<file path="src/rtl/cnn4ic_pkg.sv">
// Shared constants and types for the classifier output stage.
//   NUM_CLASSES  : class scores per frame
//   CLASS_IDX_W  : width of a class index
//   SCORE_W      : width of a signed class score
//   argmax_state_t : argmax controller state encoding
package cnn4ic_pkg;

    localparam int NUM_CLASSES = 10;
    localparam int CLASS_IDX_W = 4;
    localparam int SCORE_W     = 16;

    typedef enum logic [1:0] {
        ARGMAX_IDLE    = 2'd0,
        ARGMAX_COLLECT = 2'd1,
        ARGMAX_DONE    = 2'd2
    } argmax_state_t;

endpackage

</file>
<file path="src/rtl/argmax_sequencer_if.sv">
// Score-in / result-out bus of the argmax sequencer.
//   master : upstream score source + downstream result sink (drives Start,
//            Abort, InData/InValid/InLast and OutReady)
//   slave  : the argmax sequencer itself
// Handshake rule for both streams: a transfer happens on a rising clock edge
// where valid and ready are both high. The sender holds data stable while
// valid is high and ready is low; ready never depends combinationally on valid.
// Argmax_DbgState exposes the controller state for observation only.
interface argmax_sequencer_if #(
    parameter int DATA_W = 16,
    parameter int IDX_W  = 4
);
    import cnn4ic_pkg::*;

    logic                Argmax_Start;
    logic                Argmax_Abort;
    logic [DATA_W-1:0]   Argmax_InData;
    logic                Argmax_InValid;
    logic                Argmax_InLast;
    logic                Argmax_InReady;
    logic [IDX_W-1:0]    Argmax_OutDigit;
    logic [DATA_W-1:0]   Argmax_OutScore;
    logic                Argmax_OutValid;
    logic                Argmax_OutReady;
    logic                Argmax_Busy;
    logic                Argmax_Error;
    argmax_state_t       Argmax_DbgState;

    modport master (
        output Argmax_Start, Argmax_Abort, Argmax_InData, Argmax_InValid,
               Argmax_InLast, Argmax_OutReady,
        input  Argmax_InReady, Argmax_OutDigit, Argmax_OutScore,
               Argmax_OutValid, Argmax_Busy, Argmax_Error, Argmax_DbgState
    );

    modport slave (
        input  Argmax_Start, Argmax_Abort, Argmax_InData, Argmax_InValid,
               Argmax_InLast, Argmax_OutReady,
        output Argmax_InReady, Argmax_OutDigit, Argmax_OutScore,
               Argmax_OutValid, Argmax_Busy, Argmax_Error, Argmax_DbgState
    );

endinterface

</file>
<file path="src/rtl/argmax_compare_stage.sv">
// Running maximum register for the argmax sequencer.
//   clk, rst_n : clock, asynchronous active-low reset
//   load       : first beat of a frame, take in_data/in_idx unconditionally
//   update     : later beat, take in_data/in_idx only if strictly greater
//   in_data    : signed score of the current beat
//   in_idx     : class index of the current beat
//   max_score  : running maximum score
//   max_idx    : index of the running maximum
module argmax_compare_stage #(
    parameter int DATA_W = 16,
    parameter int IDX_W  = 4
) (
    input  logic              clk,
    input  logic              rst_n,
    input  logic              load,
    input  logic              update,
    input  logic [DATA_W-1:0] in_data,
    input  logic [IDX_W-1:0]  in_idx,
    output logic [DATA_W-1:0] max_score,
    output logic [IDX_W-1:0]  max_idx
);

    logic [DATA_W-1:0] max_q;
    logic [IDX_W-1:0]  idx_q;
    logic              greater;

    // Strict signed compare: an equal score never replaces, so ties keep
    // the lower index.
    assign greater = $signed(in_data) > $signed(max_q);

    always_ff @(posedge clk or negedge rst_n) begin
        if (!rst_n) begin
            max_q <= '0;
            idx_q <= '0;
        end else if (load || (update && greater)) begin
            max_q <= in_data;
            idx_q <= in_idx;
        end
    end

    assign max_score = max_q;
    assign max_idx   = idx_q;

endmodule

</file>
<file path="src/rtl/argmax_sequencer.sv">
// Sequential argmax controller: collects one frame of class scores, one per
// accepted beat, and presents the index and value of the largest score.
//   Argmax_Clock   : rising-edge clock
//   Argmax_Reset_n : asynchronous active-low reset
//   bus            : argmax_sequencer_if slave (Start/Abort control, score
//                    input stream, result output stream, Busy, Error, state)
module argmax_sequencer #(
    parameter int NUM_CLASSES = cnn4ic_pkg::NUM_CLASSES,
    parameter int DATA_W      = cnn4ic_pkg::SCORE_W,
    parameter int IDX_W       = cnn4ic_pkg::CLASS_IDX_W
) (
    input  logic                 Argmax_Clock,
    input  logic                 Argmax_Reset_n,
    argmax_sequencer_if.slave    bus
);
    import cnn4ic_pkg::*;

    localparam logic [IDX_W-1:0] LAST_COUNT = IDX_W'(NUM_CLASSES - 1);

    argmax_state_t    state_q, state_d;
    logic [IDX_W-1:0] count_q, count_d;
    logic             error_q, error_d;

    logic in_ready;
    logic out_valid;
    logic accept;
    logic at_last_count;
    logic final_beat;
    logic cmp_load;
    logic cmp_update;

    assign in_ready      = (state_q == ARGMAX_COLLECT);
    assign out_valid     = (state_q == ARGMAX_DONE);
    assign accept        = bus.Argmax_InValid && in_ready;
    assign at_last_count = (count_q == LAST_COUNT);
    assign final_beat    = at_last_count || bus.Argmax_InLast;

    // A beat arriving together with Abort is discarded.
    assign cmp_load   = accept && !bus.Argmax_Abort && (count_q == '0);
    assign cmp_update = accept && !bus.Argmax_Abort && (count_q != '0);

    always_ff @(posedge Argmax_Clock or negedge Argmax_Reset_n) begin
        if (!Argmax_Reset_n) begin
            state_q <= ARGMAX_IDLE;
            count_q <= '0;
            error_q <= 1'b0;
        end else begin
            state_q <= state_d;
            count_q <= count_d;
            error_q <= error_d;
        end
    end

    always_comb begin
        state_d = state_q;
        count_d = count_q;
        error_d = error_q;
        unique case (state_q)
            ARGMAX_IDLE: begin
                if (bus.Argmax_Start && !bus.Argmax_Abort) begin
                    state_d = ARGMAX_COLLECT;
                    count_d = '0;
                    error_d = 1'b0;
                end
            end
            ARGMAX_COLLECT: begin
                if (bus.Argmax_Abort) begin
                    state_d = ARGMAX_IDLE;
                end else if (accept) begin
                    if (final_beat) begin
                        state_d = ARGMAX_DONE;
                        // Well-formed only when InLast coincides with the
                        // last counted beat: early InLast is a short frame,
                        // a full count without InLast is a missing last.
                        if (bus.Argmax_InLast != at_last_count) begin
                            error_d = 1'b1;
                        end
                    end else begin
                        count_d = count_q + 1'b1;
                    end
                end
            end
            ARGMAX_DONE: begin
                // Start is never honoured here, even alongside the handshake.
                if (bus.Argmax_Abort || bus.Argmax_OutReady) begin
                    state_d = ARGMAX_IDLE;
                end
            end
            default: begin
                state_d = ARGMAX_IDLE;
            end
        endcase
    end

    argmax_compare_stage #(
        .DATA_W (DATA_W),
        .IDX_W  (IDX_W)
    ) u_compare (
        .clk       (Argmax_Clock),
        .rst_n     (Argmax_Reset_n),
        .load      (cmp_load),
        .update    (cmp_update),
        .in_data   (bus.Argmax_InData),
        .in_idx    (count_q),
        .max_score (bus.Argmax_OutScore),
        .max_idx   (bus.Argmax_OutDigit)
    );

    assign bus.Argmax_InReady  = in_ready;
    assign bus.Argmax_OutValid = out_valid;
    assign bus.Argmax_Busy     = (state_q == ARGMAX_COLLECT) || (state_q == ARGMAX_DONE);
    assign bus.Argmax_Error    = error_q;
    assign bus.Argmax_DbgState = state_q;

endmodule

</file>
<file path="src/flat_wrapper.sv">
// flat-port wrapper written by rule: the top's interface ports become plain ports
module argmax_sequencer_flat import cnn4ic_pkg::*;
#(
    parameter int NUM_CLASSES = cnn4ic_pkg::NUM_CLASSES,
    parameter int DATA_W      = cnn4ic_pkg::SCORE_W,
    parameter int IDX_W       = cnn4ic_pkg::CLASS_IDX_W
)
  (Argmax_Clock, Argmax_Reset_n, bus_Argmax_Start, bus_Argmax_Abort, bus_Argmax_InData, bus_Argmax_InValid, bus_Argmax_InLast, bus_Argmax_OutReady, bus_Argmax_InReady, bus_Argmax_OutDigit, bus_Argmax_OutScore, bus_Argmax_OutValid, bus_Argmax_Busy, bus_Argmax_Error, bus_Argmax_DbgState);
  argmax_sequencer_if #(.DATA_W(DATA_W), .IDX_W(IDX_W)) bus_i ();
  input  logic Argmax_Clock;
  input  logic Argmax_Reset_n;
  input wire logic [$bits(bus_i.Argmax_Start)-1:0] bus_Argmax_Start;
  input wire logic [$bits(bus_i.Argmax_Abort)-1:0] bus_Argmax_Abort;
  input wire logic [$bits(bus_i.Argmax_InData)-1:0] bus_Argmax_InData;
  input wire logic [$bits(bus_i.Argmax_InValid)-1:0] bus_Argmax_InValid;
  input wire logic [$bits(bus_i.Argmax_InLast)-1:0] bus_Argmax_InLast;
  input wire logic [$bits(bus_i.Argmax_OutReady)-1:0] bus_Argmax_OutReady;
  output wire logic [$bits(bus_i.Argmax_InReady)-1:0] bus_Argmax_InReady;
  output wire logic [$bits(bus_i.Argmax_OutDigit)-1:0] bus_Argmax_OutDigit;
  output wire logic [$bits(bus_i.Argmax_OutScore)-1:0] bus_Argmax_OutScore;
  output wire logic [$bits(bus_i.Argmax_OutValid)-1:0] bus_Argmax_OutValid;
  output wire logic [$bits(bus_i.Argmax_Busy)-1:0] bus_Argmax_Busy;
  output wire logic [$bits(bus_i.Argmax_Error)-1:0] bus_Argmax_Error;
  output wire logic [$bits(bus_i.Argmax_DbgState)-1:0] bus_Argmax_DbgState;
  assign bus_i.Argmax_Start = bus_Argmax_Start;
  assign bus_i.Argmax_Abort = bus_Argmax_Abort;
  assign bus_i.Argmax_InData = bus_Argmax_InData;
  assign bus_i.Argmax_InValid = bus_Argmax_InValid;
  assign bus_i.Argmax_InLast = bus_Argmax_InLast;
  assign bus_i.Argmax_OutReady = bus_Argmax_OutReady;
  assign bus_Argmax_InReady = bus_i.Argmax_InReady;
  assign bus_Argmax_OutDigit = bus_i.Argmax_OutDigit;
  assign bus_Argmax_OutScore = bus_i.Argmax_OutScore;
  assign bus_Argmax_OutValid = bus_i.Argmax_OutValid;
  assign bus_Argmax_Busy = bus_i.Argmax_Busy;
  assign bus_Argmax_Error = bus_i.Argmax_Error;
  assign bus_Argmax_DbgState = bus_i.Argmax_DbgState;
  argmax_sequencer #(.NUM_CLASSES(NUM_CLASSES), .DATA_W(DATA_W), .IDX_W(IDX_W)) u_core (.Argmax_Clock(Argmax_Clock), .Argmax_Reset_n(Argmax_Reset_n), .bus(bus_i));
endmodule
</file>
<file path="config.mk">
export PLATFORM = sky130hd
export DESIGN_NAME = argmax_sequencer_flat
export DESIGN_NICKNAME = d
export VERILOG_FILES = /design/src/rtl/cnn4ic_pkg.sv /design/src/rtl/argmax_sequencer_if.sv /design/src/rtl/argmax_compare_stage.sv /design/src/rtl/argmax_sequencer.sv /design/src/flat_wrapper.sv
export SDC_FILE = /design/constraint.sdc
export NUM_CORES = 1
export LEC_CHECK = 0
export ABC_AREA = 1
export ABC_CLOCK_PERIOD_IN_PS = 4050
export CAP_MARGIN = 0
export CORE_MARGIN = 2
export CORE_UTILIZATION = 28
export DETAILED_ROUTE_END_ITERATION = 10
export PLACE_DENSITY = 0.48
export SKIP_LAST_GASP = 1
export SLEW_MARGIN = 20
export SYNTH_ARGS = -nofsm -noshare
export SYNTH_HDL_FRONTEND = slang
export SYNTH_HIERARCHICAL = 1
export SYNTH_SLANG_ARGS = --single-unit
</file>
<file path="constraint.sdc">
create_clock -name Argmax_Clock -period 4.05 [get_ports Argmax_Clock]
set_input_delay 1.0125 -clock Argmax_Clock [delete_from_list [all_inputs] [get_ports Argmax_Clock]]
set_output_delay 1.0125 -clock Argmax_Clock [all_outputs]
set_load 0.02 [all_outputs]
</file>
==> results.toml, run 1 <==
[pwr]
power_density_nw_per_um2 = 627
clock_power_share_pct = 10.1
p_comb_share_pct = 61.2
p_sw_share_pct = 45.6
internal_power_w = 0.000889
pwr-share-seq_pct = 28.8
p_leak_nw = 1.27
vdd_ir_drop_max_mv = 0.376
p_sw_w = 0.000743

[critical_path]
worstRegToRegCells = 11
crit_fanout = 9
required_ns = 3.04
cp_data_arrival_time_ns = 1.94
critical_path.cell_chain = "inv_1 -> ha_1 -> clkdlybuf4s50_1"
cpLargestDelayFamily = "buffers and inverters"
r2r-start = "u_core/bus.Argmax_DbgState[1]"
cpPeakStageDelay_ns = 0.70
critPathKind = "flip-flop to primary output"
path_buf_inv = 2
slowest_stage = "clkdlybuf4s50_1"
worst_r2r_endpoint = "u_core/u_compare/max_idx[1]"
end_kind = "primary output"
start_kind = "flip-flop"
r2r_slack_ns = 1.73

[logic_synthesis]
synthesis.nets = 290
ys_seq_elements = 27
yosys.cell_types.count = 23
synth_seq_area_share_pct = 33.9
avgSynthCellArea_um2 = 8.20
synth_top_cell_by_area = "dfrtp_1"
synth_warnings = 6
netlist_instances = 243
yosysTopAreaCellShare_pct = 33.9
synthTopCellsByArea = "dfrtp_1 34%, ha_1 15%, nand2_2 14%"
syn_area_um2 = 1990

[run_status]
status = "complete, no violations"

[floorplanning]
io_pins = 49
die_x_um = 88.4
rows = 30
start_util_pct = 29.2
core_um2 = 6830
chipHeight_um = 88.4
dieArea_um2 = 7810

[min_path]
hold_depth = 2
hp-class = "flip-flop to flip-flop"
worstHoldEndpoint = "u_core/bus.Argmax_Error"
hp-start = "u_core/bus.Argmax_Error"

[final_layout]
final_cell_mix = "48 x clkdlybuf4s50_1, 46 x nand2_2, 39 x nand2_1, 36 x inv_1, 28 x nand3_1"
final_common_cell = "clkdlybuf4s50_1"
nNetsFinal = 339
syn2layout_area_growth_pct = 30.6
antenna_cells = 0
fillCellCount = 726
final_util_pct = 38.1
layout-drive-gt1-share_pct = 22.7

[global_routing]
use_met1_pct = 16.3
grt_pass1_vias = 1606
antenna_found_initial = 0
grt_busiest_layer = "met2"
grt_max_degree = 28
grtUsageTotal_pct = 12.2
grt_pass1_wl_mm = 7.49
grt_overflow = 0
grt_use_met3_pct = 3.64
met2_usage_pct = 20.2

[cts]
postCtsSetupBuffers = 0
numCtsBuffers = 3
cts_root_buf = "clkbuf_8"
cts_tree = "yes"
clk_pin_slew_worst_paths_ns = 0.10
ctsHoldBuffers = 0
htree_levels = 1
cts.sinks = 27
clock_path_buffers = 2
cts_resized = 0
clkLatencyLatePin_ns = 0.28

[place]
gp_congestion = 0.754
place.port_buffers = 48
dp_hpwl_mm = 3.18

[sta]
slew_violations = 0
setup_tns_ns = 0
finalSetupViolations = 0
relSlewSlack_pct = 58.2
hold_viol_final = 0
clock.fmax_mhz = 339
fin_skew_ns = 0.00978
tightestPinTransition_ns = 0.625
rsz0062_at_grt = "no"
fin_crit_ns = 2.95
holdWs_ns = 0.523
finalCritPeriodShare_pct = 72.9

[detailed_routing]
vias = 1643
drt_iter0_drc = 61
drcViolationCount = 0
via_per_inst = 4.25
antenna_left = 0
wl_mm = 4.36
post_drt_wl_per_cell_um = 11.3
dr.pass1.iters = 4

[job]
cap_violations = 0
==> kinds of logic (layout without fill, tap and decap cells) <==
logic type	count (synthesis)	after routing	share of synthesized area (%)
adder cells (fa/ha/maj)	24	24	15.1
flip-flops	27	27	33.9
XOR/XNOR	1	1	0.440
buffers and inverters	47	95	10.6
AND/OR/NAND/NOR	131	131	36.6
AO/OA/AOI/OAI	13	13	3.39
==> layout make-up <==
cell class	count	area, um2	area share (%)
Multi-Input combinational cell	169	1110	42.5
Timing Repair Buffer	51	503	19.3
Tap cell	96	120	4.62
Clock buffer	4	45.0	1.73
Sequential cell	27	676	26.0
Inverter	40	153	5.87
==> worst max path at each step <==
stage                                  start                             end  slack (ns)  depth (start not counted)
6_report       u_core/bus.Argmax_DbgState[1]              bus_Argmax_InReady        1.10                          3
2_1_floorplan          bus_Argmax_InData[11]     u_core/u_compare/max_idx[0]        1.75                         13
3_3_place_gp           bus_Argmax_InData[11]  u_core/u_compare/max_score[15]        0.85                         13
5_1_grt                bus_Argmax_InData[11]   u_core/u_compare/max_score[8]        0.92                         12
3_5_place_dp           bus_Argmax_InData[11]   u_core/u_compare/max_score[8]        0.83                         13
4_1_cts        u_core/bus.Argmax_DbgState[1]              bus_Argmax_InReady        1.07                          3
==> cell usage after synthesis <==
cell      number
inv_4          1
o21ai_0        2
nor2_4         3
buf_2          2
buf_4          2
nand2_1       39
nor2_2         1
inv_1         36
nand3_4        2
nand2_2       46
nand2_4        2
buf_6          3
a21boi_1       1
xor2_1         1
nor2_1         5
a21oi_1        5
o21ai_1        5
nand4_1        3
dfrtp_1       27
ha_1          24
inv_2          3
nand3_2        2
nand3_1       28
==> registers in the layout, indices dropped and copies added, names as in the netlist <==
signal	flops
u_core/bus.Argmax_Error	1
u_core/u_compare/max_score	16
u_core/u_compare/max_idx	4
u_core/count_q	4
u_core/bus.Argmax_DbgState	2
==> power groups by stage <==
stage	registers, W	clock network, W	logic (W)
after floorplan	0.000577	0	0.000559
after global placement	0.000478	0	0.00100
after detailed placement	0.000477	0	0.00101
after CTS	0.000474	0.000172	0.00102
after global routing	0.000490	0.000182	0.00112
final	0.000469	0.000164	0.000998
==> layer usage <==
metal	vias up	share of wire, %
li1	852	-
met1	751	46
met2	38	48
met3	2	5.7
met4	0	0.57
met5	-	0
==> stage by stage <==
stage / total power (W) / std cells / instance area, um2 / setup slack (ns)
after floorplan: 0.00114 / 243 / 1990 / 1.75
after global placement: 0.00148 / 383 / 2560 / 0.845
after detailed placement: 0.00149 / 383 / 2560 / 0.825
after CTS: 0.00166 / 387 / 2600 / 1.07
after global routing: 0.00180 / 387 / 2600 / 0.923
final: 0.00163 / 387 / 2600 / 1.10
==> tightest hold or removal path: cells and delay by family (launching register included) <==
| family | cells | cell delay [ns] |
|---|---|---|
| DFF | 1 | 0.35 |
| AOI/OAI and AO/OA | 2 | 0.14 |
(Power assumes the default switching activity.)
==> inputs of run 2 (changes only) <==
Settings changed: ABC_CLOCK_PERIOD_IN_PS 4050 to 2800.
Clock period 4.05 ns to 2.8 ns, I/O delays scaled along.
==> run 2 against run 1 <==
Global-route usage decreased by 0.21 points. Worst hold slack better by 0.012 ns. Sequential share of layout area shrank 0.38 points. Sequential power rose by 45%. Critical path depth grew 11. Total power up 46%. Utilization is 0.57 points higher. Non-clock buffer count grew 3. Die area unchanged. Register-to-register slack worse by 0.96 ns.
==> results.toml, run 2 (synthesis gave the netlist of run 1 again) <==
[run_status]
status = "complete, no violations"

[detailed_routing]
drcViolationCount = 0
vias = 1627
antenna_left = 0
wl_mm = 4.37
post_drt_wl_per_cell_um = 11.2
dr.pass1.iters = 4
drt_iter0_drc = 60
via_per_inst = 4.17

[sta]
rsz0062_at_grt = "no"
finalSetupViolations = 0
fin_skew_ns = 0.0171
tightestPinTransition_ns = 0.374
slew_violations = 0
setup_tns_ns = 0
hold_viol_final = 0
holdWs_ns = 0.535
clock.fmax_mhz = 418
finalCritPeriodShare_pct = 85.4
fin_crit_ns = 2.39
relSlewSlack_pct = 75.0

[final_layout]
final_cell_mix = "48 x clkdlybuf4s50_1, 46 x nand2_2, 39 x nand2_1, 36 x inv_1, 28 x nand3_1"
largest_reg_flops = 16
syn2layout_area_growth_pct = 32.5
nNetsFinal = 342
final_common_cell = "clkdlybuf4s50_1"
antenna_cells = 0
layout-drive-gt1-share_pct = 23.8

[global_routing]
grt_max_degree = 28
grt_pass1_vias = 1657
antenna_found_initial = 0
grt_overflow = 0
grtUsageTotal_pct = 12.0
grt_pass1_wl_mm = 7.33

[floorplanning]
chipHeight_um = 88.4
core_um2 = 6830
io_pins = 49
die_x_um = 88.4
start_util_pct = 29.2
dieArea_um2 = 7810
rows = 30

[pwr]
p_leak_nw = 1.29
power_density_nw_per_um2 = 903
vdd_ir_drop_max_mv = 0.495

[critical_path]
required_ns = 2.98
critPathKind = "primary input to flip-flop"
worstRegToRegCells = 13
start_kind = "primary input"
crit_fanout = 14
r2r_slack_ns = 0.77
cp_data_arrival_time_ns = 2.57
end_kind = "flip-flop"

[place]
dp_hpwl_mm = 3.32
gp_congestion = 0.751
place.port_buffers = 48

[cts]
postCtsSetupBuffers = 0
clock_path_buffers = 2
cts_tree = "yes"
numCtsBuffers = 3
clkLatencyLatePin_ns = 0.29
htree_levels = 1
cts_root_buf = "clkbuf_8"
cts_resized = 0
ctsHoldBuffers = 0
clk_pin_slew_worst_paths_ns = 0.10
cts.sinks = 27

[min_path]
hp-class = "flip-flop to flip-flop"
hold_depth = 2

[job]
cap_violations = 0
run 2: changes by cell type in the layout (fill, tap and decap cells not counted), sizes merged:
| cell | before | now |
|---|---|---|
| buf | 3 | 6 |
| clkinvlp | 0 | 1 |
| clkbuf | 4 | 3 |
run 2: metrics by stage:
step / cells / worst slack [ns] / util [%] / power [W] / area [um2]
6_report: 390 / 0.410 / 38.7 / 0.00239 / 2640
2_1_floorplan: 243 / 0.812 / - / 0.00164 / 1990
3_5_place_dp: 386 / 0.0859 / 37.9 / 0.00217 / 2590
5_1_grt: 390 / 0.279 / 38.7 / 0.00263 / 2640
3_3_place_gp: 386 / 0.0965 / 37.9 / 0.00217 / 2590
4_1_cts: 390 / 0.383 / 38.7 / 0.00243 / 2640
run 2: worst max-delay path: stages:
cell and delay, ns:
clkdlybuf4s50_1 0.44, ha_1 0.31, nand2_1 0.09, nor2_2 0.15, nand2_2 0.08, nor2_4 0.09
nand2_2 0.06, nand3_1 0.08, nand2_1 0.06, nand3_2 0.07, nand2_2 0.13, buf_12 0.19
nand2_2 0.06, nand2_2 0.04
run 2: worst paths after layout:
check                                                    from                              to
worst max-delay path                    bus_Argmax_InData[11]     u_core/u_compare/max_idx[0]
worst min-delay path                  u_core/bus.Argmax_Error         u_core/bus.Argmax_Error
worst max register to register  u_core/bus.Argmax_DbgState[1]     u_core/u_compare/max_idx[0]
worst min register to register        u_core/bus.Argmax_Error         u_core/bus.Argmax_Error
max in group asynchronous                      Argmax_Reset_n               u_core/count_q[1]
min in group asynchronous                      Argmax_Reset_n  u_core/u_compare/max_score[10]
run 2: where the power goes:
part	leakage, nW	switching [W]	internal [W]	total, W
Clock	0.0217	0.000144	0.000101	0.000245
Combinational	0.915	0.000805	0.000658	0.00146
Sequential	0.349	0.000134	0.000543	0.000678
Total	1.29	0.00108	0.00130	0.00239
run 2: layer usage:
layer | vias up | track usage, % | share of wire, %
li1 | 861 | - | -
met1 | 728 | 14.7 | 47
met2 | 36 | 21.3 | 47
met3 | 2 | 3.64 | 5.9
met4 | 0 | 2.07 | 0.57
met5 | - | 0 | 0
run 2: layout make-up:
type	instances	area [um2]
fillers	716	4190
multi-input cells	169	1110
flip-flops and latches	27	676
repair buffers	54	538
inverters	40	153
well taps	96	120
clock buffers	3	41.3
clock inverters	1	7.51
==> inputs of run 3 (changes only) <==
Settings changed: MAX_ROUTING_LAYER set to met4.
==> run 3 against run 2 <==
Utilization is the same. Clock-buffer cell count unchanged. Via count is 0.37% higher. Fmax is essentially flat. Wire length rose by 0.16%. Sequential cell count is the same. Final cell count is the same. Combinational power barely moved. Critical path type unchanged. Largest cell class unchanged.
==> results.toml, run 3 (synthesis gave the netlist of run 1 again) <==
[detailed_routing]
wl_mm = 4.37
post_drt_wl_per_cell_um = 11.2
vias = 1633
antenna_left = 0
dr.pass1.iters = 4
drt_iter0_drc = 60
via_per_inst = 4.19
drcViolationCount = 0

[global_routing]
grt_pass1_wl_mm = 7.33
grt_pass1_vias = 1657
grtUsageTotal_pct = 12.4
grt_max_degree = 28
antenna_found_initial = 0
grt_overflow = 0

[cts]
htree_levels = 1
numCtsBuffers = 3
clkLatencyLatePin_ns = 0.29
cts.sinks = 27
clock_path_buffers = 2
cts_tree = "yes"
cts_root_buf = "clkbuf_8"
ctsHoldBuffers = 0
cts_resized = 0
postCtsSetupBuffers = 0
clk_pin_slew_worst_paths_ns = 0.10

[critical_path]
critical_path.cell_chain = "clkdlybuf4s50_1 -> ha_1 -> nand2_1 -> nor2_2 -> nand2_2 -> nor2_4 -> nand2_2 -> nand3_1 -> nand2_1 -> nand3_2 -> nand2_2 -> buf_12 -> nand2_2 -> nand2_2"
start_kind = "primary input"
worstRegToRegCells = 13
critPathKind = "primary input to flip-flop"
crit_fanout = 14
crit_path_frequent_cell = "nand2_2"
required_ns = 2.98
slowest_stage = "clkdlybuf4s50_1"
end_kind = "flip-flop"
cpPeakStageDelay_ns = 0.44
cp_data_arrival_time_ns = 2.57

[sta]
finalSetupViolations = 0
clock.fmax_mhz = 418
slew_violations = 0
setup_tns_ns = 0
fin_crit_ns = 2.39
rsz0062_at_grt = "no"
finalCritPeriodShare_pct = 85.3
tightestPinTransition_ns = 0.375
relSlewSlack_pct = 75.0
holdWs_ns = 0.536
hold_viol_final = 0
fin_skew_ns = 0.0170

[floorplanning]
chipHeight_um = 88.4
rows = 30
start_util_pct = 29.2
dieArea_um2 = 7810
io_pins = 49
core_um2 = 6830
die_x_um = 88.4

[final_layout]
syn2layout_area_growth_pct = 32.5
antenna_cells = 0
final_cell_mix = "48 x clkdlybuf4s50_1, 46 x nand2_2, 39 x nand2_1, 36 x inv_1, 28 x nand3_1"
largest_reg_flops = 16
layout-drive-gt1-share_pct = 23.8
final_common_cell = "clkdlybuf4s50_1"
nNetsFinal = 342

[pwr]
p_leak_nw = 1.29
vdd_ir_drop_max_mv = 0.495
power_density_nw_per_um2 = 903

[place]
dp_hpwl_mm = 3.32
place.port_buffers = 48
gp_congestion = 0.760

[min_path]
hp-class = "flip-flop to flip-flop"
hold_depth = 2

[job]
cap_violations = 0

[run_status]
status = "complete, no violations"
[run 3: cell counts in the layout (fill, tap and decap cells not counted)]
Identical to the previous run, type by type.
[run 3: area by class of cell]
class                   instances  area [um2]
clock buffers                   3        41.3
clock inverters                 1        7.51
fillers                       716        4190
inverters                      40         153
multi-input cells             169        1110
flip-flops and latches         27         676
well taps                      96         120
repair buffers                 54         538
[run 3: stage by stage]
stage	area, um2	util, %	setup slack, ns	power [W]	instances
6_report	2640	38.7	0.410	0.00239	390
4_1_cts	2640	38.7	0.383	0.00243	390
3_5_place_dp	2590	37.9	0.0859	0.00217	386
5_1_grt	2640	38.7	0.279	0.00263	390
2_1_floorplan	1990	-	0.812	0.00164	243
3_3_place_gp	2590	37.9	0.0965	0.00217	386
[run 3: worst paths after layout]
path                                                  endpoint  slack, ns                           from
worst max-delay path               u_core/u_compare/max_idx[0]       0.41          bus_Argmax_InData[11]
worst min-delay path                   u_core/bus.Argmax_Error       0.54        u_core/bus.Argmax_Error
worst max register to register     u_core/u_compare/max_idx[0]       0.77  u_core/bus.Argmax_DbgState[1]
worst min register to register         u_core/bus.Argmax_Error       0.54        u_core/bus.Argmax_Error
max in group asynchronous                    u_core/count_q[1]       1.72                 Argmax_Reset_n
min in group asynchronous       u_core/u_compare/max_score[10]       0.79                 Argmax_Reset_n
[run 3: report_power, final]
part	switching [W]	leakage [nW]	internal, W	total, W
Combinational	0.000804	0.915	0.000658	0.00146
Sequential	0.000134	0.349	0.000543	0.000678
Clock	0.000144	0.0217	0.000102	0.000245
Total	0.00108	1.29	0.00130	0.00239
[run 3: critical path, delay by kind of cell]
family	cells	cell delay, ns
adders and majority gates	1	0.31
buffers and inverters	2	0.63
and+or+nand+nor	11	0.91
[run 3: routing by layer]
layer / up-vias / GRT usage [%] / wire (um)
met1: 734 / 14.8 / 2070
met3: 2 / 3.36 / 232
met2: 36 / 21.3 / 2050
li1: 861 / - / -
met5: - / - / 0
met4: 0 / 2.07 / 25
